[src/rtl/muldiv_wb_unit.sv]
// Iterative unsigned multiply/divide unit: 32 shift-add or restoring-divide
// steps, then holds the result on the shared regfile write port until granted.
module muldiv_wb_unit #(
   parameter int WIDTH = 32,
   parameter int CNT_W = 5
) (
   input  logic             clk,
   input  logic             clrn,
   input  logic             start,
   input  logic [1:0]       op,
   input  logic [WIDTH-1:0] a,
   input  logic [WIDTH-1:0] b,
   input  logic [4:0]       dst,
   input  logic             flush,
   output logic             busy,
   output logic             wb_we,
   output logic [4:0]       wb_wn,
   output logic [WIDTH-1:0] wb_d,
   input  logic             wb_gnt
);

   typedef enum logic [1:0] {IDLE, RUN, WB} state_t;

   state_t             state, state_next;
   logic [CNT_W-1:0]   cnt;
   logic [1:0]         op_q;
   logic [4:0]         dst_q;
   logic [WIDTH-1:0]   opnd;
   logic [2*WIDTH-1:0] acc, acc_step;
   logic [WIDTH:0]     mul_sum, div_top, div_diff;
   logic               accept, last;

   assign accept = (state == IDLE) && start && !flush;
   assign last   = (state == RUN) && (cnt == CNT_W'(WIDTH - 1));

   // acc is the product register for MUL/MULHU and {remainder, quotient} for DIVU/REMU
   always_comb begin
      mul_sum  = {1'b0, acc[2*WIDTH-1:WIDTH]} + (acc[0] ? {1'b0, opnd} : '0);
      div_top  = acc[2*WIDTH-1:WIDTH-1];
      div_diff = div_top - {1'b0, opnd};
      if (!op_q[1])
         acc_step = {mul_sum, acc[WIDTH-1:1]};
      else if (!div_diff[WIDTH])
         acc_step = {div_diff[WIDTH-1:0], acc[WIDTH-2:0], 1'b1};
      else
         acc_step = {div_top[WIDTH-1:0], acc[WIDTH-2:0], 1'b0};
   end

   always_ff @(posedge clk or negedge clrn) begin
      if (!clrn)
         state <= IDLE;
      else
         state <= state_next;
   end

   always_comb begin
      state_next = state;
      case (state)
         IDLE: if (accept) state_next = RUN;
         RUN: begin
            if (flush)
               state_next = IDLE;
            else if (last)
               state_next = (dst_q != 5'd0) ? WB : IDLE;  // r0 writes are dropped
         end
         WB: if (flush || wb_gnt) state_next = IDLE;
         default: state_next = IDLE;
      endcase
   end

   always_ff @(posedge clk or negedge clrn) begin
      if (!clrn) begin
         cnt   <= '0;
         op_q  <= '0;
         dst_q <= '0;
         opnd  <= '0;
         acc   <= '0;
      end else if (accept) begin
         cnt   <= '0;
         op_q  <= op;
         dst_q <= dst;
         opnd  <= op[1] ? b : a;
         acc   <= {{WIDTH{1'b0}}, (op[1] ? a : b)};
      end else if (state == RUN && !flush) begin
         cnt   <= cnt + CNT_W'(1);
         acc   <= acc_step;
      end
   end

   assign busy  = (state != IDLE);
   assign wb_we = (state == WB);
   assign wb_wn = dst_q;
   assign wb_d  = op_q[0] ? acc[2*WIDTH-1:WIDTH] : acc[WIDTH-1:0];

endmodule

[config.mk]
export PLATFORM = sky130hd
export DESIGN_NAME = muldiv_wb_unit
export DESIGN_NICKNAME = d
export VERILOG_FILES = /design/src/rtl/muldiv_wb_unit.sv
export SDC_FILE = /design/constraint.sdc
export NUM_CORES = 1
export LEC_CHECK = 0
export CORE_MARGIN = 2
export CORE_UTILIZATION = 25
export CTS_CLUSTER_DIAMETER = 40
export DETAILED_ROUTE_END_ITERATION = 6
export GPL_ROUTABILITY_DRIVEN = 0
export MAX_ROUTING_LAYER = met4
export PLACE_DENSITY = 0.51
export SYNTH_ARGS = -nofsm -noshare
export SYNTH_HDL_FRONTEND = slang
export SYNTH_SLANG_ARGS = --single-unit
[constraint.sdc]
create_clock -name clk -period 4.4 [get_ports clk]
set_clock_uncertainty 0.05 [all_clocks]
set_input_delay 0.88 -clock clk [delete_from_list [all_inputs] [get_ports clk]]
set_output_delay 0.88 -clock clk [all_outputs]
set_load 0.005 [all_outputs]
Word-level counts from Yosys, hierarchy flattened. Cells that the tools add are included. Widths: inputs -> output; s select.

Bits in registers: 110. Output and inout port bits: 39. Logic and storage cells: 42. Bits of input ports: 76.

Reductions and logical operators: 11. Multiplexer cells: 16. Add/sub/neg operators: 3. Equal/unequal tests: 6.

Operators with widths (count): $mux 64 (4); $mux 32 (4); $add 32x32->33 (1); $sub 33x32->33 (1); $mux 2 (5); $mux 5 (2); $pmux 2 s3 (1); $add 5x1->5 const B (1); $eq 5x5->1 const B (1); $reduce_bool 5->1 (1); $logic_and 1x1->1 (4); $reduce_bool 2->1 (2); $ne 3x3->1 const B (1); $reduce_and 3->1 (1); $eq 2x1->1 const B (1); $eq 2x2->1 const B (1); $logic_not 2->1 (1); $ne 2x1->1 const B (1); $ne 2x2->1 const B (1); $logic_not 1->1 (1); $logic_or 1x1->1 (1).

Depth between registers and ports, before layout.
Depth in word-level cells: 5. Mapped depth: 14. Depth with buffers taken out: 13.

Worst setup path before layout. Ideal clock, no wire load.

Path kind: reg-to-reg. Start point: register acc[0]. End point: register acc[61]. Data required time: 4.224 ns. Setup slack: 1.099 ns. Data arrival time: 3.126 ns. Path buffers: 2. Stages on the path, launching flop included: 14. Setup time: 0.126 ns. Clock period less this slack: 3.301 ns. Cells stage by stage: dfrtp_1 clkbuf_1 and2_1 ha_1 clkbuf_1 and3_1 a221o_1 a2111o_1 o2111ai_1 a31oi_1 a21oi_1 o21bai_1 xor2_1 a221o_1.

Word-level cells in the longest chain between the ends: 5.

Ends and longest elaborated chain: start, declared (RTL line 29) `logic [2*WIDTH-1:0] acc, acc_step;`; start signal, assigned (RTL line 83) `acc <= {{WIDTH{1'b0}}, (op[1] ? a : b)};`; start signal, assigned (RTL line 86) `acc <= acc_step;`; $mux 32 (RTL line 38) `mul_sum = {1'b0, acc[2*WIDTH-1:WIDTH]} + (acc[0] ? {1'b0, opnd} : '0);`; $add 32x32->33 (RTL line 38); $mux 64 (RTL line 41) `if (!op_q[1])`; $mux 64 (RTL line 84) `end else if (state == RUN && !flush) begin`; $mux 64 (RTL line 78) `end else if (accept) begin`.

Every way passes these cells. The select of a mux whose other input is x is not followed. A chain may end at the register's enable or synchronous reset.

Final worst setup path. Ends and elaborated chain as after synthesis.

==> results_dict.tcl <==
set metrics [dict create \
    grt_pass1_vias 8619 \
    cts_buffers 9 \
    cts_setup_buffers 0 \
    slew_headroom_pct 39.0 \
    dieArea_um2 40200 \
    chipHeight_um 201 \
    detailedPlace.worstSlack_ns 0.526 \
    whs_ns 0.461 \
    peakVddDrop_uv 223 \
    wl_um 30900 \
    post_cts_resized 0 \
    syn-num-nets 1262 \
    fin_nets 1340 \
    wire_per_inst_um 18.1 \
    fp-row-count 71 \
    worst_slack_ns 0.454 \
    cp_cell_sequence "and2_1 -> ha_1 -> a21o_1 -> a221o_1 -> a2111o_1 -> o2111ai_1 -> a31oi_1 -> a21oi_1 -> o21bai_1 -> xor2_1 -> a221o_1" \
    grt-ovfl-total 0 \
    syn_to_final_growth_pct 20.4 \
    tns_ns 0 \
    clkTransAtPathRegs_ns 0.08 \
    total_power_mw 5.70 \
    hold_path.class "flip-flop to flip-flop" \
    first_pass_iters 5 \
    ys_ff_latch 110 \
    p_leak_nw 5.30 \
    finalCritPeriodShare_pct 89.7 \
    clkSinkCount 110 \
    postPlaceCellArea_um2 11300 \
    netlist_area_um2 9660 \
    grt_pass1_wl_um 48800 \
    cts_root_buf "clkbuf_16" \
    grt_max_degree 74 \
    final_area_um2 11600 \
    dieWidth_um 201 \
    clk_path_buf_depth 2 \
    cts_tree "done" \
    crit_path_top_delay_cell "dfrtp_1" \
    slowest_delay_ns 0.56 \
    htree_levels 3 \
    min_path_cells 1 \
    ant_nets 0 \
    status "finished clean" \
    async_reset_ff_share_pct 100 \
    route.vias.total 8722 \
    maxCapViolations 0 \
    worst_setup_path_start_kind "flip-flop" \
    hpwl_um 23400 \
    io-pin-count 115 \
    synth_edf_count 0 \
    tightest_slew_ns 0.914 \
    hold_buffers 0 \
    grt_usage_pct 15.6 \
    fin_crit_ns 3.95 \
    core_um2 37800 \
    antenna_cells 0 \
    cp-end-kind "flip-flop" \
    io_buffers 114 \
    setup_viol 0 \
    ys.flop_type "dfrtp_1" \
    layout-drive-gt1-share_pct 6.66 \
    crit_required_ns 4.61 \
    antenna_found_initial 0 \
    ff2ff_path_depth 11 \
    rsz0062_at_grt "false" \
    yosysUniqueCellTypes 65 \
    report.final.slew_viol_count 0 \
    crit_arrival_ns 4.16 \
    syn_area_per_cell_um2 8.64 \
    insertion_delay_ns 0.38 \
    initial_core_util_pct 25.5 \
    hold_viol 0 \
    fmax_ghz 0.253 \
    drcViolationCount 0 \
    fillers 4085 \
    via_per_inst 5.09 \
    ys_seq_area_share_pct 28.5 \
    path_class "flip-flop to flip-flop" \
    path_max_fanout 14 \
    drtIter0Drc 474 \
    powerDensity_nw_per_um2 490 \
    yosys_warnings 0 \
    postSynthCellCount 1118 \
    crit_top_cell "a221o_1" \
]
## logic make-up after synthesis
group	count (synthesis)	synth area share [%]
compound gates	310	21.5
simple gates	310	15.1
mux	154	16.4
buf+inv	113	4.64
flops	110	28.5
fa+ha+maj	68	8.97
xor+xnor	53	4.81
## layout by cell type, fill, tap and decap left out, types with 11 or more instances in the layout
master           Yosys  routed
mux2i_1            120     120
clkdlybuf4s50_1      0     112
nand2_1            109     109
dfrtp_1            110     109
a21oi_1             89      89
nor2_1              75      74
ha_1                66      66
o21ai_0             53      53
inv_1               48      48
and2_1              38      37
o221ai_1            36      36
a21o_1              34      34
mux2_2              33      33
xnor2_1             31      31
xor2_1              22      22
buf_4                2      19
nand3_1             17      17
a22oi_1             16      16
nor3_1              12      12
nor2b_1             11      11
nand2b_1            11      11
nand4_1             11      11
## sequential cells by signal, summed over array words and instances (netlist names)
signal  flops
wb_wn       5
state       2
acc        64
op_q        2
cnt         5
opnd       32
## synth_stat cells (3+ instances only)
cell type / n / area share (%)
nor2_1: 75 / 2.9
o21ai_0: 53 / 2.7
nand2_1: 109 / 4.2
a22o_1: 3 / 0.27
a41oi_1: 5 / 0.45
mux2_2: 33 / 3.8
a2111oi_0: 3 / 0.27
nor2b_1: 11 / 0.71
o21bai_1: 7 / 0.54
a21o_1: 34 / 2.6
and2_1: 38 / 2.5
mux2i_1: 120 / 12
buf_1: 7 / 0.27
a21oi_1: 89 / 4.6
a211oi_1: 6 / 0.47
inv_1: 48 / 1.9
o311ai_0: 3 / 0.27
o211ai_1: 9 / 0.70
dfrtp_1: 110 / 29
and3_1: 6 / 0.39
ha_1: 66 / 8.6
nor4_1: 3 / 0.19
a221o_1: 9 / 0.93
a31oi_1: 9 / 0.58
xor2_1: 22 / 2.0
clkbuf_1: 53 / 2.1
nand3_1: 17 / 0.88
o21a_1: 7 / 0.54
xnor2_1: 31 / 2.8
nor3_1: 12 / 0.62
o221ai_1: 36 / 3.3
nand2b_1: 11 / 0.71
or3_1: 5 / 0.32
nand4_1: 11 / 0.71
a22oi_1: 16 / 1.2
## through the flow
step                      instances  util, %
final                          1712     30.7
after global routing           1712     30.7
after CTS                      1712     30.7
after detailed placement       1696     29.9
after global placement         1696     29.9
after floorplan                1118        -
## power by group
group	internal, mW	switching [mW]
Clock	0.445	0.432
Combinational	1.47	1.62
Sequential	1.28	0.455
## worst max-delay path, delay by kind of cell (launching register included)
family                     cells  cell delay [ns]
xor gates and xnor gates       1             0.16
DFF                            1             0.56
and+or+nand+nor                1             0.23
adders and majority gates      1             0.35
AOI/OAI and AO/OA              8             2.48
## layer usage
metal  GRT usage (%)  vias to the layer above  wire length (um)
met1            20.4                     4250             14700
met2            25.5                      178             14700
li1                -                     4264                 -
met5               -                        -                 0
met3            1.61                       30               914
met4            4.63                        0               573
## final cells by class
type | count | area (um2) | area share (%)
Inverter | 48 | 180 | 1.55
Clock buffer | 9 | 225 | 1.94
Clock inverter | 7 | 72.6 | 0.624
Sequential cell | 110 | 2750 | 23.7
Tap cell | 511 | 639 | 5.50
Timing Repair Buffer | 132 | 1280 | 11.0
Multi-Input combinational cell | 895 | 6470 | 55.7
## worst paths after layout
kind,start,end,slack (ns)
setup / recovery,acc[0],acc[61],0.45
hold / removal,cnt[4],cnt[4],0.46
setup reg to reg,acc[0],acc[61],0.45
hold reg to reg,cnt[4],cnt[4],0.46
max in group asynchronous,clrn,acc[56],3.01
min in group asynchronous,clrn,acc[4],0.49
Power figures use the tool's default switching activity.
